`src/rtl/uart_pkg.sv`:
```
// Shared definitions for the framed UART receiver and its companion transmitter:
// the receiver state encoding and the input synchronizer depth.
package uart_pkg;

    typedef enum logic [2:0] {
        ST_IDLE     = 3'd0,
        ST_START    = 3'd1,
        ST_DATA     = 3'd2,
        ST_PARITY   = 3'd3,
        ST_STOP     = 3'd4,
        ST_BRK_WAIT = 3'd5
    } uart_state_e;

    // Number of flops between the raw rx pin and any decision logic.
    localparam int SYNC_STAGES = 2;

endpackage

```
`src/rtl/uart_baud_timer.sv`:
```
// Down-counting bit-period timer shared by the UART receiver and transmitter.
// A load strobe sets the count; the tick output is high while the count is zero.
// The counter parks at zero rather than wrapping, so the owner reloads it explicitly.
module uart_baud_timer #(
    parameter int CNT_W = 3
) (
    input  logic             clock,
    input  logic             reset_n,
    input  logic             i_load,
    input  logic [CNT_W-1:0] i_load_val,
    output logic             o_tick
);

    logic [CNT_W-1:0] r_cnt;

    // Load has priority; otherwise count down and hold at zero.
    always_ff @(posedge clock or negedge reset_n) begin
        if (!reset_n) begin
            r_cnt <= '0;
        end else if (i_load) begin
            r_cnt <= i_load_val;
        end else if (r_cnt != '0) begin
            r_cnt <= r_cnt - 1'b1;
        end
    end

    assign o_tick = (r_cnt == '0);

endmodule

```
`src/rtl/uart_rx_framed.sv`:
```
// Parametrised UART receiver with framing, overrun and break detection and a
// ready/valid holding register towards the consumer.
// Optional feature macro: UART_RX_PARITY_EN (adds a parity bit after the data bits).
module uart_rx_framed
    import uart_pkg::*;
#(
    parameter int CLOCKS_PER_BAUD = 6,
    parameter int DATA_BITS       = 8,
    parameter int STOP_BITS       = 1,
    parameter int PARITY_ODD      = 0
) (
    input  logic                 clock,
    input  logic                 reset_n,
    input  logic                 rx_i,
    output logic [DATA_BITS-1:0] data_o,
    output logic                 valid_o,
    input  logic                 ready_i,
    output logic                 frame_err_o,
    output logic                 parity_err_o,
    output logic                 overrun_o,
    output logic                 break_o,
    output logic                 busy_o
);

    localparam int CNT_W = $clog2(CLOCKS_PER_BAUD);
    localparam int BIT_W = $clog2(DATA_BITS);
    localparam logic [CNT_W-1:0] LD_HALF   = CNT_W'(CLOCKS_PER_BAUD / 2 - 1);
    localparam logic [CNT_W-1:0] LD_FULL   = CNT_W'(CLOCKS_PER_BAUD - 1);
    localparam logic [BIT_W-1:0] BIT_LAST  = BIT_W'(DATA_BITS - 1);
    localparam logic             STOP_LAST = 1'(STOP_BITS - 1);

    if (CLOCKS_PER_BAUD < 4 || DATA_BITS < 5 || DATA_BITS > 9 ||
        STOP_BITS < 1 || STOP_BITS > 2 || PARITY_ODD < 0 || PARITY_ODD > 1) begin : g_bad_param
        $error("uart_rx_framed: parameter out of range");
    end

    logic [SYNC_STAGES-1:0] r_sync;
    logic                   w_rx;
    uart_state_e            r_state;
    uart_state_e            w_next;
    logic                   w_tick;
    logic                   w_load;
    logic [CNT_W-1:0]       w_load_val;
    logic [BIT_W-1:0]       r_bit_cnt;
    logic                   r_stop_cnt;
    logic                   r_ferr;
    logic                   r_stop0_low;
    logic [DATA_BITS-1:0]   r_shift;
    logic                   w_sample_data;
    logic                   w_sample_stop;
    logic                   w_done;
    logic                   w_brk;
    logic                   w_commit;
    logic                   w_ferr_final;
    logic                   w_first_stop_low;
    logic                   w_par_zero;
    logic                   w_perr;
`ifdef UART_RX_PARITY_EN
    localparam logic PAR_ODD = 1'(PARITY_ODD);
    logic                   w_sample_par;
    logic                   r_par;
`endif

    // Two-flop synchronizer on the raw serial input; idles high.
    always_ff @(posedge clock or negedge reset_n) begin
        if (!reset_n) begin
            r_sync <= '1;
        end else begin
            r_sync <= {r_sync[SYNC_STAGES-2:0], rx_i};
        end
    end

    assign w_rx = r_sync[SYNC_STAGES-1];

    uart_baud_timer #(
        .CNT_W(CNT_W)
    ) u_timer (
        .clock     (clock),
        .reset_n   (reset_n),
        .i_load    (w_load),
        .i_load_val(w_load_val),
        .o_tick    (w_tick)
    );

    // First stop bit: live sample on the first stop tick, remembered afterwards.
    assign w_first_stop_low = (r_stop_cnt == 1'b0) ? !w_rx : r_stop0_low;
    assign w_ferr_final     = r_ferr | !w_rx;
`ifdef UART_RX_PARITY_EN
    assign w_par_zero = !r_par;
    assign w_perr     = r_par ^ (^r_shift) ^ PAR_ODD;
`else
    assign w_par_zero = 1'b1;
    assign w_perr     = 1'b0;
`endif
    assign w_brk    = (r_shift == '0) && w_par_zero && w_first_stop_low;
    assign w_commit = w_done && !w_brk;

    // Receiver state register.
    always_ff @(posedge clock or negedge reset_n) begin
        if (!reset_n) begin
            r_state <= ST_IDLE;
        end else begin
            r_state <= w_next;
        end
    end

    // Next-state decode, bit-timer reloads and sample strobes.
    always_comb begin
        w_next        = r_state;
        w_load        = 1'b0;
        w_load_val    = LD_FULL;
        w_sample_data = 1'b0;
        w_sample_stop = 1'b0;
        w_done        = 1'b0;
`ifdef UART_RX_PARITY_EN
        w_sample_par  = 1'b0;
`endif
        case (r_state)
            ST_IDLE: begin
                if (!w_rx) begin
                    w_next     = ST_START;
                    w_load     = 1'b1;
                    w_load_val = LD_HALF;
                end
            end
            ST_START: begin
                if (w_tick) begin
                    if (w_rx) begin
                        w_next = ST_IDLE;
                    end else begin
                        w_next = ST_DATA;
                        w_load = 1'b1;
                    end
                end
            end
            ST_DATA: begin
                if (w_tick) begin
                    w_sample_data = 1'b1;
                    w_load        = 1'b1;
                    if (r_bit_cnt == '0) begin
`ifdef UART_RX_PARITY_EN
                        w_next = ST_PARITY;
`else
                        w_next = ST_STOP;
`endif
                    end
                end
            end
`ifdef UART_RX_PARITY_EN
            ST_PARITY: begin
                if (w_tick) begin
                    w_sample_par = 1'b1;
                    w_load       = 1'b1;
                    w_next       = ST_STOP;
                end
            end
`endif
            ST_STOP: begin
                if (w_tick) begin
                    w_sample_stop = 1'b1;
                    if (r_stop_cnt == STOP_LAST) begin
                        w_done = 1'b1;
                        w_next = w_brk ? ST_BRK_WAIT : ST_IDLE;
                    end else begin
                        w_load = 1'b1;
                    end
                end
            end
            ST_BRK_WAIT: begin
                if (w_rx) begin
                    w_next = ST_IDLE;
                end
            end
            default: begin
                w_next = ST_IDLE;
            end
        endcase
    end

    // Bit and stop counters plus per-frame stop-bit status; rearmed while in START.
    always_ff @(posedge clock or negedge reset_n) begin
        if (!reset_n) begin
            r_bit_cnt   <= '0;
            r_stop_cnt  <= 1'b0;
            r_ferr      <= 1'b0;
            r_stop0_low <= 1'b0;
        end else if (r_state == ST_START) begin
            r_bit_cnt   <= BIT_LAST;
            r_stop_cnt  <= 1'b0;
            r_ferr      <= 1'b0;
            r_stop0_low <= 1'b0;
        end else begin
            if (w_sample_data) begin
                r_bit_cnt <= r_bit_cnt - 1'b1;
            end
            if (w_sample_stop) begin
                r_stop_cnt <= r_stop_cnt + 1'b1;
                if (!w_rx) begin
                    r_ferr <= 1'b1;
                end
                if (r_stop_cnt == 1'b0) begin
                    r_stop0_low <= !w_rx;
                end
            end
        end
    end

    // Data shift register: LSB arrives first, so shift right and insert at the MSB.
    always_ff @(posedge clock) begin
        if (w_sample_data) begin
            r_shift <= {w_rx, r_shift[DATA_BITS-1:1]};
        end
`ifdef UART_RX_PARITY_EN
        if (w_sample_par) begin
            r_par <= w_rx;
        end
`endif
    end

    // Holding register, handshake, overrun and break pulses.
    always_ff @(posedge clock or negedge reset_n) begin
        if (!reset_n) begin
            data_o       <= '0;
            valid_o      <= 1'b0;
            frame_err_o  <= 1'b0;
            parity_err_o <= 1'b0;
            overrun_o    <= 1'b0;
            break_o      <= 1'b0;
        end else begin
            overrun_o <= 1'b0;
            break_o   <= w_done && w_brk;
            if (w_commit) begin
                if (!valid_o || ready_i) begin
                    data_o       <= r_shift;
                    valid_o      <= 1'b1;
                    frame_err_o  <= w_ferr_final;
                    parity_err_o <= w_perr;
                end else begin
                    overrun_o <= 1'b1;
                end
            end else if (valid_o && ready_i) begin
                valid_o      <= 1'b0;
                frame_err_o  <= 1'b0;
                parity_err_o <= 1'b0;
            end
        end
    end

    assign busy_o = (r_state != ST_IDLE);

endmodule

```
`config.mk`:
```
export PLATFORM = sky130hd
export DESIGN_NAME = uart_rx_framed
export DESIGN_NICKNAME = d
export VERILOG_FILES = /design/src/rtl/uart_pkg.sv /design/src/rtl/uart_baud_timer.sv /design/src/rtl/uart_rx_framed.sv
export SDC_FILE = /design/constraint.sdc
export NUM_CORES = 1
export LEC_CHECK = 0
export BUFFER_PORTS_ARGS = -buffer_cell sky130_fd_sc_hd__buf_4
export CORE_UTILIZATION = 48
export CTS_CLUSTER_SIZE = 40
export DETAILED_ROUTE_END_ITERATION = 7
export GPL_ROUTABILITY_DRIVEN = 1
export GPL_TIMING_DRIVEN = 1
export PLACE_DENSITY = 0.67
export SKIP_LAST_GASP = 1
export SLEW_MARGIN = 30
export SYNTH_ARGS = -nofsm -noshare
export SYNTH_HDL_FRONTEND = slang
export SYNTH_SLANG_ARGS = --single-unit
```
`constraint.sdc`:
```
create_clock -name clock -period 2.4 [get_ports clock]
set_input_delay 0.6 -clock clock [delete_from_list [all_inputs] [get_ports clock]]
set_output_delay 0.6 -clock clock [all_outputs]
set_load 0.01 [all_outputs]
```
Yosys cells after proc, flatten, opt, wreduce, memory -nomap -nowiden:

Index checks and enable logic that the tools add are counted.

* add/subtract/negate cells: 3
* equal/unequal tests: 13
* mux-type cells: 44
* bitwise operators: 1
* reductions and logical operators: 22

Operators with widths (number)
* $mux W3: 14
* $mux W1: 27
* $pmux W3 S5: 1
* $ne A2 B1 Y1 const B: 5
* $logic_not A3 Y1: 3
* $logic_not A8 Y1: 1
* $ne A2 B2 Y1 const B: 4
* $reduce_bool A2 Y1: 4
* $reduce_and A7 Y1: 1
* $eq A3 B3 Y1 const B: 2
* $reduce_and A2 Y1: 3
* $reduce_bool A3 Y1: 2
* $sub A3 B1 Y3 const B: 2
* $logic_and A1 B1 Y1: 4
* $pmux W1 S4: 1
* $eq A3 B1 Y1 const B: 1
* $eq A3 B2 Y1 const B: 1
* $logic_not A1 Y1: 3
* $mux W2: 1
* $add A1 B1 Y1 const B: 1
* $logic_or A1 B1 Y1: 1
* $or A1 B1 Y1: 1

* register bits: 35
* output and inout bits: 14
* word-level logic and storage cells: 97

Longest topological paths before layout:

Gate-level depths: netlist of run 1.

* depth after elaboration: 7
* gate-level depth with buffers: 7
* mapped depth without buffers: 6

Cells and area by module:

A second synthesis of run 1 with hierarchy kept.

* cell total of the unflattened synthesis: 147
* area, all modules: 1641.6 sq um

By module, submodules not included
* uart_rx_framed: instances 1, cells an instance 126, area an instance 1440.1 sq um, seq. area each 818.3 sq um
* uart_baud_timer: instances 1, cells an instance 21, area an instance 201.4 sq um, seq. area each 75.1 sq um

Least setup slack after synthesis of run 1:

OpenSTA, ideal clock, no wires.

* kind: register to register
* start: register u_timer.r_cnt[0]
* end: register u_timer.r_cnt[1]
* library setup time: 0.080 ns
* arrival: 1.865 ns
* slack: 0.456 ns
* stages on the path, launching flop included: 7
* buffers on the path: 0
* clock period less this slack: 1.944 ns
* path through: dfrtp_1 > inv_1 > ha_1 > nand2b_1 > nor3_1 > nor3_1 > a2bb2oi_1

* word-level cells in the longest chain between the ends: 4
* elaborated cells between the ends (all ways): 10

RTL lines
* from (decl): RTL line uart_baud_timer.sv:14 `logic [CNT_W-1:0] r_cnt;`
* from (signal assigned): RTL line uart_baud_timer.sv:21 `r_cnt <= i_load_val;`
* from (signal assigned): RTL line uart_baud_timer.sv:23 `r_cnt <= r_cnt - 1'b1;`
* $logic_not A3 Y1: RTL line uart_baud_timer.sv:27 `assign o_tick = (r_cnt == '0);`
* $mux W1 (on tied branches): RTL line uart_rx_framed.sv:159, uart_rx_framed.sv:127, uart_rx_framed.sv:137
* $pmux W1 S4: RTL line uart_rx_framed.sv:118 `case (r_state)`
* $mux W3 / $reduce_bool A2 Y1 (equally long branches)

Several ways; a longest one is shown, not always the timed one. The select of a mux whose other input is x is not followed.
A chain may end at the register's enable or synchronous reset.

Final worst setup path of run 1:

* start: register u_timer.r_cnt[0]
* end: register data_o[6]

* word-level cells in the longest chain between the ends: 5

RTL lines
* $logic_not A3 Y1: RTL line uart_baud_timer.sv:27
* $mux W1: RTL line uart_rx_framed.sv:159 `if (w_tick) begin`
* $mux W1: RTL line uart_rx_framed.sv:118
* $logic_and A1 B1 Y1: RTL line uart_rx_framed.sv:96 `assign w_commit = w_done && !w_brk;`
* $reduce_and A2 Y1 (no line)
* to (signal assigned): RTL line uart_rx_framed.sv:234 `data_o <= r_shift;`
* to (decl): RTL line uart_rx_framed.sv:15 `output logic [DATA_BITS-1:0] data_o,`

No other way between the ends.

==> results of run 1 <==
-- stage by stage --
stage / util / area [sq um] / std cells / power, mW
floorplan: - / 1650 / 139 / 1.02
global placement: 0.576 / 1820 / 196 / 1.12
detailed placement: 0.576 / 1820 / 196 / 1.13
CTS: 0.600 / 1890 / 204 / 1.51
global route: 0.600 / 1890 / 204 / 1.60
finish: 0.600 / 1890 / 204 / 1.50
-- layer usage --
metal / track usage / wire, um
met2: 0.267 / 1230
met5: 0 / 0
met1: 0.263 / 1400
met4: 0.0779 / 33
met3: 0.0448 / 115
-- worst paths after layout --
path | end | cells past startpoint | startpoint | slack, ns
max in group asynchronous | r_sync[1] | 1 | reset_n | 1.94
hold / removal | u_timer.r_cnt[2] | 1 | reset_n | 0.15
hold reg to reg | r_sync[1] | 0 | r_sync[0] | 0.37
min in group clock | r_sync[1] | 0 | r_sync[0] | 0.37
setup reg to reg | data_o[6] | 6 | u_timer.r_cnt[0] | 0.36
setup / recovery | data_o[6] | 6 | u_timer.r_cnt[0] | 0.36
-- report_power, final --
part           leakage, nW  switching, mW  internal, mW
registers            0.402         0.0953         0.641
logic                0.410          0.206         0.179
clock network       0.0356          0.199         0.177
-- worst max-delay path: cells and delay by family (launching register included) --
kind	cells	cell delay [ns]
adders and majority gates	1	0.23
buffers and inverters	1	0.10
DFF	1	0.38
muxes	1	0.34
and+or+nand+nor	3	0.88
-- area by class of cell --
cell class	instances	area [sq um]
timing repair buffer	19	143
clock inverter	2	15.0
fill	288	1260
multi-input combinational	91	694
inverter	8	30.0
sequential	34	893
clock buffer	6	62.6
tap	44	55.1
-- flip-flops by register name, summed over array words and instances, names as in the netlist --
signal and flops:
break_o 1, data_o 8, frame_err_o 1, overrun_o 1, r_bit_cnt 3, r_ferr 1
r_shift 8, r_state 3, r_stop0_low 1, r_stop_cnt 1, r_sync 2, u_timer.r_cnt 3
valid_o 1
-- Yosys cell counts (3+ instances only) --
cell       n  area (sq um)
dfrtp_1   24           601
mux2_4     8           120
edfxtp_1   8           240
clkbuf_1   4          15.0
a31oi_1    4          25.0
o21ai_0    5          25.0
o211ai_1   3          22.5
nand2_1   11          41.3
ha_1       4          50.1
nor2_1     9          33.8
a21oi_1    4          20.0
nand2b_1   4          25.0
inv_1      8          30.0
o22a_1     3          26.3
-- logic make-up after synthesis --
group	after synthesis	share of synthesized area
adders and majority gates	4	0.0304
other	1	0.00228
muxes	10	0.0859
xor gates and xnor gates	1	0.00532
DFF	34	0.543
AOI/OAI and AO/OA	29	0.125
buffers and inverters	14	0.0350
and+or+nand+nor	46	0.173
==> results by group, run 1 <==
Clock tree
  – Clock Tree Buf Depth: 2
  – Number of clock sinks seen by CTS: 34
  – CTS root buf: clkbuf_4
  – Post-CTS Repair Setup Buffers: 0
  – Clk slew on worst S/H paths: 0.11 ns
  – H-tree levels: 2
  – Worst-Skew Late Latency: 0.33 ns
  – CTS tree: built
  – Resize count post-CTS: 0
  – CTS buffer count: 5
  – Hold Buf Count CTS: 0

STA
  – Fin. max-slew vios: 0
  – Max Fclk: 490 MHz
  – Relative slew slack: 0.618
  – Min Hold Slack: 0.152 ns
  – Worst Skew: 0.00944 ns
  – Final hold violations: 0
  – Sum of negative setup slack: 0 ns
  – RSZ-0062 raised after global routing: no
  – Final cycle utilization of the critical path: 0.851
  – Setup ws final: 0.359 ns
  – Final Critical Period: 2.04 ns
  – Worst-margin pin slew: 0.558 ns
  – Final setup violation count: 0

Critical path
  – Max incr delay on CP: 0.49 ns
  – Setup CP Type: reg -> reg
  – Crit path arrival time: 2.26 ns
  – CP cell instances: inv_1 > ha_1 > and4bb_2 > nand2_2 > nor3_4 > mux2_4
  – Setup crit start kind: flip-flop
  – Req. time, crit path: 2.62 ns
  – Crit-path max FO: 8
  – Slowest-stage cell, CP: nor3_4
  – Crit end category: flip-flop

Logic synthesis
  – Mapped Cells: 139
  – Synth warn: 0
  – EDFF count, synth: 8
  – Ys async rst share: 0.765
  – Register area share after synthesis: 0.543
  – Cell variety after synth: 47
  – Net Count, Synth: 147
  – Synthesized area: 0.00165 sq mm
  – #FFs+latches synth: 34
  – Synth Flop Type: dfrtp_1
  – Avg Cell Area, Syn: 11.8 sq um

Layout
  – P&R area growth vs syn: 15.1%
  – Most frequent cells in the layout: 24 x dfrtp_1, 19 x buf_4, 11 x nand2_1
  – Most common cell after layout, fill and taps aside: dfrtp_1
  – Diode count: 0
  – Share of layout cells above drive strength 1: 0.300
  – Final nets: 167

Pwr
  – IR drop worst, VDD: 0.397 mV
  – Pwr dens: 791 mW/mm^2
  – Pleak: 0.848 nW

Min path
  – Worst Hold Class: in -> async

Global routing
  – All-Layer GR Usage: 0.183
  – Aggregate global routing overflow: 0
  – Vias in the first global route: 1047
  – First-pass GRT wire length: 4.84 mm
  – Antenna violations before repair: 0
  – Largest net degree at the start of global routing: 27

Floorplanning
  – Row Count: 20
  – CORE AREA: 0.00315 sq mm
  – Die height: 60.5 um
  – Io pins: 18
  – Chip Width: 60.5 um
  – Initial core utilization: 0.522
  – Die area: 0.00367 sq mm

Run status
  – Status: complete, no violations

Drt
  – DRC Markers: 0
  – Post-route ant nets: 0
  – Vias: 1121
  – Via density: 5.50
  – Routed length per instance: 13.6 um
  – Detailed router's first-iteration violation count: 28
  – Pre-antenna DRT Iters: 4
  – Routed wire length: 2.78 mm

Placement
  – Port Buffers: 16
  – Gpl congestion: 0.799
  – Post-DP HPWL: 1.98 mm
  – DP Worst Slack: 0.370 ns

Run
  – Max Cap Violations: 0
(Power assumes the default switching activity.)
==> run 2: changes to the inputs <==
Settings changed: RECOVER_POWER set to 50.
==> run 2 against run 1 <==
Global-route usage did not move. Combinational power is essentially flat. Maximum frequency rose by 0.19%. Cell count unchanged. Sequential share of layout area rose by 0.47 points. Flip-flop and latch count unchanged. Clock skew increased by 0.00095 ns. Setup slack improved by 0.0040 ns. Clock power about the same. Core utilization shrank 0.60 points.
==> results by group, run 2 (same netlist as run 1, synthesis figures left out) <==
Global routing
  – Aggregate global routing overflow: 0 (unchanged)
  – Antenna violations before repair: 0 (unchanged)
  – First-pass GRT wire length: 4.84 mm (unchanged)
  – Largest net degree at the start of global routing: 27 (unchanged)
  – Vias in the first global route: 1047 (unchanged)
  – All-Layer GR Usage: 0.183 (unchanged)

Min path
  – Worst Hold Class: in -> reg
  – Hold path endpoint: r_sync[0]
  – Cells on Worst Hold Path: 1
  – HP Start: rx_i

Floorplanning
  – Row Count: 20 (unchanged)
  – Die height: 60.5 um (unchanged)
  – Die area: 0.00367 sq mm (unchanged)
  – Initial core utilization: 0.522 (unchanged)
  – Io pins: 18 (unchanged)
  – Chip Width: 60.5 um (unchanged)
  – CORE AREA: 0.00315 sq mm (unchanged)

Drt
  – Detailed router's first-iteration violation count: 28 (unchanged)
  – DRC Markers: 0 (unchanged)
  – Pre-antenna DRT Iters: 4 (unchanged)
  – Post-route ant nets: 0 (unchanged)
  – Vias: 1120 (-0.089%)
  – Routed wire length: 2.78 mm (-0.11%)
  – Via density: 5.49 (about the same)
  – Routed length per instance: 13.6 um (-0.11%)

Critical path
  – Crit-path max FO: 8 (unchanged)
  – Crit end category: flip-flop
  – Family with the most delay on the worst path: simple AND/OR/NAND/NOR gates
  – R2R Path Start: u_timer.r_cnt[0]
  – CP cell instances: inv_1 > ha_1 > and4bb_2 > nand2_2 > nor3_4 > mux2_4
  – Crit path arrival time: 2.26 ns (about the same)
  – Req. time, crit path: 2.62 ns (about the same)
  – Max incr delay on CP: 0.48 ns (about the same)
  – FF-to-FF End: data_o[6]
  – Buffers & Inverters on Critical Path: 1 (unchanged)
  – Setup CP Type: reg -> reg
  – Setup crit start kind: flip-flop
  – Crit path launch: u_timer.r_cnt[0]
  – Slowest-stage cell, CP: nor3_4
  – R2R cell count: 6 (unchanged)
  – R2r setup slk: 0.36 ns (about the same)

Layout
  – Share of layout cells above drive strength 1: 0.263 (-0.0375)
  – Most common cell after layout, fill and taps aside: dfrtp_1
  – Final nets: 167 (unchanged)
  – Top flop regs: data_o x8, r_shift x8
  – P&R area growth vs syn: 13.9%
  – Diode count: 0 (unchanged)
  – Most frequent cells in the layout: 24 x dfrtp_1, 13 x buf_4, 11 x nand2_1

Clock tree
  – Resize count post-CTS: 0 (unchanged)
  – Worst-Skew Late Latency: 0.33 ns (about the same)
  – CTS tree: built
  – Number of clock sinks seen by CTS: 34 (unchanged)
  – CTS root buf: clkbuf_4
  – Clk slew on worst S/H paths: 0.11 ns (about the same)
  – H-tree levels: 2 (unchanged)
  – Post-CTS Repair Setup Buffers: 0 (unchanged)
  – Hold Buf Count CTS: 0 (unchanged)
  – CTS buffer count: 5 (unchanged)
  – Clock Tree Buf Depth: 2 (unchanged)

Pwr
  – Pwr dens: 797 mW/mm^2 (+0.85%)
  – IR drop worst, VDD: 0.395 mV (-0.44%)
  – Pleak: 0.826 nW (-2.5%)

STA
  – Final cycle utilization of the critical path: 0.849 (-0.00165)
  – Fin. max-slew vios: 0 (unchanged)
  – Final Critical Period: 2.04 ns (-0.00397 ns)
  – RSZ-0062 raised after global routing: no
  – Setup ws final: 0.363 ns (+0.00397 ns)
  – Relative slew slack: 0.0800 (-0.538)
  – Final setup violation count: 0 (unchanged)
  – Sum of negative setup slack: 0 ns (unchanged)
  – Worst-margin pin slew: 1.38 ns (+0.822 ns)
  – Worst Skew: 0.0104 ns (+0.000951 ns)
  – Max Fclk: 491 MHz (+0.19%)
  – Final hold violations: 0 (unchanged)

Run
  – Max Cap Violations: 0 (unchanged)

Placement
  – Post-DP HPWL: 1.98 mm (unchanged)
  – DP Worst Slack: 0.370 ns (unchanged)
  – Port Buffers: 16 (unchanged)
  – Gpl congestion: 0.799 (unchanged)

Run status
  – Status: complete, no violations
-- run 2: cell count changes in the layout (fill, tap and decap cells not counted) --
cell / delta
dfstp_1: +1
clkbuf_1: +5
dfstp_2: -1
clkbuf_4: +1
buf_4: -6
-- run 2: final cells by class --
cell class	count	area, sq um
Clock buffer	6	62.6
Timing Repair Buffer	19	124
Multi-Input combinational cell	91	694
Inverter	8	30.0
Tap cell	44	55.1
Fill cell	287	1280
Clock inverter	2	15.0
Sequential cell	34	893
-- run 2: worst max path at each step --
stage | endpoint | depth (start not counted)
2_1_floorplan | u_timer.r_cnt[1] | 6
3_3_place_gp | data_o[6] | 6
3_5_place_dp | data_o[5] | 6
4_1_cts | data_o[6] | 6
5_1_grt | data_o[6] | 6
6_report | data_o[6] | 6
-- run 2: stage by stage --
stage | cells | hold WS (ns) | utilization | total power [mW] | instance area (sq um)
after global routing | 204 | 0.345 | 0.594 | 1.60 | 1870
after detailed placement | 196 | 0.348 | 0.576 | 1.13 | 1820
final | 204 | 0.371 | 0.594 | 1.49 | 1870
after floorplan | 139 | 0.304 | - | 1.02 | 1650
after global placement | 196 | 0.348 | 0.576 | 1.12 | 1820
after CTS | 204 | 0.156 | 0.600 | 1.51 | 1890
-- run 2: worst register-to-register path: stages, from the launching register on --
cell,delay [ns]
dfrtp_1,0.38
inv_1,0.10
ha_1,0.23
and4bb_2,0.29
nand2_2,0.10
nor3_4,0.48
mux2_4,0.34
-- run 2: routing by layer --
metal,track usage,share of wire
met1,0.263,0.50
met2,0.267,0.44
met3,0.0448,0.052
met4,0.0779,0.013
met5,0,0
-- run 2: report_power, final --
group | internal (mW) | switching (mW)
Sequential | 0.641 | 0.0949
Clock | 0.177 | 0.198
Combinational | 0.178 | 0.206
==> run 3: changes to the inputs <==
Settings changed: ABC_AREA set to 1, PLACE_DENSITY 0.67 to 0.7.
Clock period 2.4 ns to 1.8 ns, I/O delays scaled along.
==> run 3 against run 2 <==
Die area decreased by 2.1%. Critical path depth down 1. Register-to-register slack worse by 0.18 ns. Clock skew increased by 0.0025 ns. Via count up 2.7%. Total power up 75%. Critical path type is now reg -> out. Largest cell class unchanged. Synthesized cell count rose by 23%. Sequential power rose by 41%. Setup slack got worse by 0.26 ns. Critical endpoint is now busy_o. Combinational power rose by 130%.
==> results by group, run 3 <==
Global routing
  – First-pass GRT wire length: 4.90 mm (+1.3%)
  – Largest net degree at the start of global routing: 27 (unchanged)
  – Antenna violations before repair: 0 (unchanged)
  – All-Layer GR Usage: 0.192 (+0.00885)
  – Aggregate global routing overflow: 0 (unchanged)
  – Vias in the first global route: 1161 (+11%)

Critical path
  – Req. time, crit path: 1.35 ns (-1.27 ns)
  – Crit end category: output pin
  – Setup crit start kind: flip-flop
  – Most common cell on crit path: inv_1
  – Crit-path max FO: 4 (-4)
  – Setup CP Type: reg -> out
  – CP cell instances: inv_1 > nand2_1 > nor2_2 > inv_1 > buf_4
  – Max incr delay on CP: 0.43 ns (-0.05 ns)
  – Crit path arrival time: 1.25 ns (-1.01 ns)
  – Slowest-stage cell, CP: dfrtp_1

STA
  – Worst-margin pin slew: 0.655 ns (-0.725 ns)
  – Sum of negative setup slack: 0 ns (unchanged)
  – Relative slew slack: 0.563 (+0.483)
  – Final hold violations: 0 (unchanged)
  – RSZ-0062 raised after global routing: no
  – Worst Skew: 0.0129 ns (+0.00246 ns)
  – Final cycle utilization of the critical path: 0.943
  – Fin. max-slew vios: 0 (unchanged)
  – Final Critical Period: 1.70 ns
  – Max Fclk: 589 MHz
  – Final setup violation count: 0 (unchanged)

Layout
  – Post-route design area: 0.00190 sq mm (+1.4%)
  – P&R area growth vs syn: 18.0%
  – Area of the multi-input gates: 582 sq um (-16%)
  – Top flop regs: data_o x8, r_shift x8
  – Diode count: 0 (unchanged)
  – Final nets: 205 (+23%)
  – Most common cell after layout, fill and taps aside: nand2_1
  – Most frequent cells in the layout: 45 x nand2_1, 28 x inv_1, 24 x dfrtp_1
  – Area occupied by registers: 893 sq um (unchanged)
  – Non-Filler Instances: 242 (+19%)
  – Fillers: 254 (-11%)
  – Share of layout cells above drive strength 1: 0.242 (-0.0201)

Logic synthesis
  – Synth Flop Type: dfrtp_1
  – Largest area contributor in the netlist: dfrtp_1
  – Cell variety after synth: 24 (-49%)
  – Ys async rst share: 0.765 (unchanged)
  – Synthesized area: 0.00161 sq mm (-2.1%)
  – Net Count, Synth: 179 (+22%)
  – Largest cells by area after synthesis: dfrtp_1 37%, edfxtp_1 15%, nand2_1 10%
  – EDFF count, synth: 8 (unchanged)
  – Mapped Cells: 171 (+23%)
  – Post-synth top area share: 0.373 (+0.00794)
  – Avg Cell Area, Syn: 9.42 sq um (-20%)
  – Most frequent cell after synthesis: nand2_1
  – Synth top cells by count: 45 x nand2_1, 28 x inv_1, 24 x dfrtp_1
  – Register area share after synthesis: 0.555 (+0.0118)
  – #FFs+latches synth: 34 (unchanged)
  – Synth warn: 0 (unchanged)

Drt
  – Detailed router's first-iteration violation count: 35 (+25%)
  – Via density: 4.75 (-13%)
  – Post-route ant nets: 0 (unchanged)
  – DRC Markers: 0 (unchanged)
  – Routed wire length: 2.85 mm (+2.4%)
  – Routed length per instance: 11.8 um (-14%)
  – Pre-antenna DRT Iters: 4 (unchanged)
  – Vias: 1150 (+2.7%)

Placement
  – Port Buffers: 16 (unchanged)
  – Placed Cells: 231 (+18%)
  – Post-DP HPWL: 2.09 mm (+5.8%)
  – Placed standard-cell area: 0.00177 sq mm (-2.3%)
  – Gpl congestion: 0.837 (+4.7%)

Floorplanning
  – CORE AREA: 0.00313 sq mm (-0.79%)
  – Die height: 59.9 um (-1.0%)
  – Initial core utilization: 0.515 (-0.00703)
  – Die area: 0.00359 sq mm (-2.1%)
  – Chip Width: 59.9 um (-1.0%)
  – Row Count: 20 (unchanged)
  – Io pins: 18 (unchanged)

Clock tree
  – CTS buffer count: 5 (unchanged)
  – Number of clock sinks seen by CTS: 34 (unchanged)
  – H-tree levels: 2 (unchanged)
  – Clk slew on worst S/H paths: 0.11 ns (about the same)
  – Worst-Skew Late Latency: 0.34 ns (about the same)
  – Clock Tree Buf Depth: 2 (unchanged)
  – CTS tree: built
  – CTS root buf: clkbuf_4

Run status
  – Status: complete, no violations

Pwr
  – Pwr dens: 1370 mW/mm^2 (+72%)
  – Pleak: 1.01 nW (+22%)
  – IR drop worst, VDD: 0.793 mV (+100%)

Min path
  – Worst Hold Class: in -> reg

Run
  – Max Cap Violations: 0 (unchanged)
[run 3: path summary, 6_finish.rpt]
check                      depth (start not counted)    endpoint  slack, ns              from
min reg2reg                                        0   r_sync[1]       0.37         r_sync[0]
min in group asynchronous                          2   data_o[7]       0.66           reset_n
min                                                1   r_sync[0]       0.21              rx_i
max reg2reg                                        6  r_shift[5]       0.18  u_timer.r_cnt[0]
max                                                5      busy_o       0.10        r_state[0]
max in group asynchronous                          2   overrun_o       0.71           reset_n
[run 3: kinds of logic (layout without fill, tap and decap cells)]
| kind of cell | after synthesis | count (layout) | synth area share |
|---|---|---|---|
| compound gates | 21 | 21 | 0.0862 |
| other cells | 1 | 1 | 0.00233 |
| xor+xnor | 1 | 1 | 0.00544 |
| flops | 34 | 34 | 0.555 |
| fa+ha+maj | 4 | 4 | 0.0311 |
| buf+inv | 31 | 58 | 0.0855 |
| simple gates | 79 | 79 | 0.235 |
[run 3: final cells by class]
cell class / instances / area share
tap: 44 / 0.0290
multi-input combinational: 106 / 0.306
timing repair buffer: 21 / 0.0810
inverter: 29 / 0.0579
clock inverter: 3 / 0.0362
clock buffer: 5 / 0.0197
sequential: 34 / 0.470
[run 3: power by group]
| group | leakage [nW] | switching (mW) | internal [mW] |
|---|---|---|---|
| registers | 0.399 | 0.105 | 0.939 |
| logic | 0.554 | 0.508 | 0.361 |
| clock network | 0.0554 | 0.262 | 0.434 |
[run 3: critical path: cells and delay by family (launching register included)]
kind	cells	cell delay, ns
simple gates	2	0.19
buf+inv	3	0.29
flops	1	0.43
[run 3: through the flow]
stage	total power, mW	utilization	setup WS (ns)	hold slack (ns)
global placement	1.84	0.567	0.236	0.351
global route	2.80	0.608	0.00899	0.186
CTS	2.61	0.605	0.0532	0.189
floorplan	1.61	-	0.261	0.154
detailed placement	1.89	0.567	0.169	0.352
finish	2.61	0.608	0.102	0.206
[run 3: layer usage]
metal | vias up | part of all wire | track usage
met3 | 7 | 0.034 | 0.0584
met2 | 22 | 0.51 | 0.344
li1 | 586 | - | -
met4 | 0 | 0.020 | 0.0797
met1 | 535 | 0.43 | 0.209
met5 | - | 0 | 0
[run 3: repair_timing]
| action | CTS | global route |
|---|---|---|
| resized for setup | 1 | 0 |
| setup endpoints to repair | 1 | 1 |
| endpoints found under the hold margin | 4 | 0 |
| pin swaps | 0 | 1 |
| hold buffers | 1 | 0 |
| buffers inserted | 0 | 2 |
| cloned | 0 | 0 |
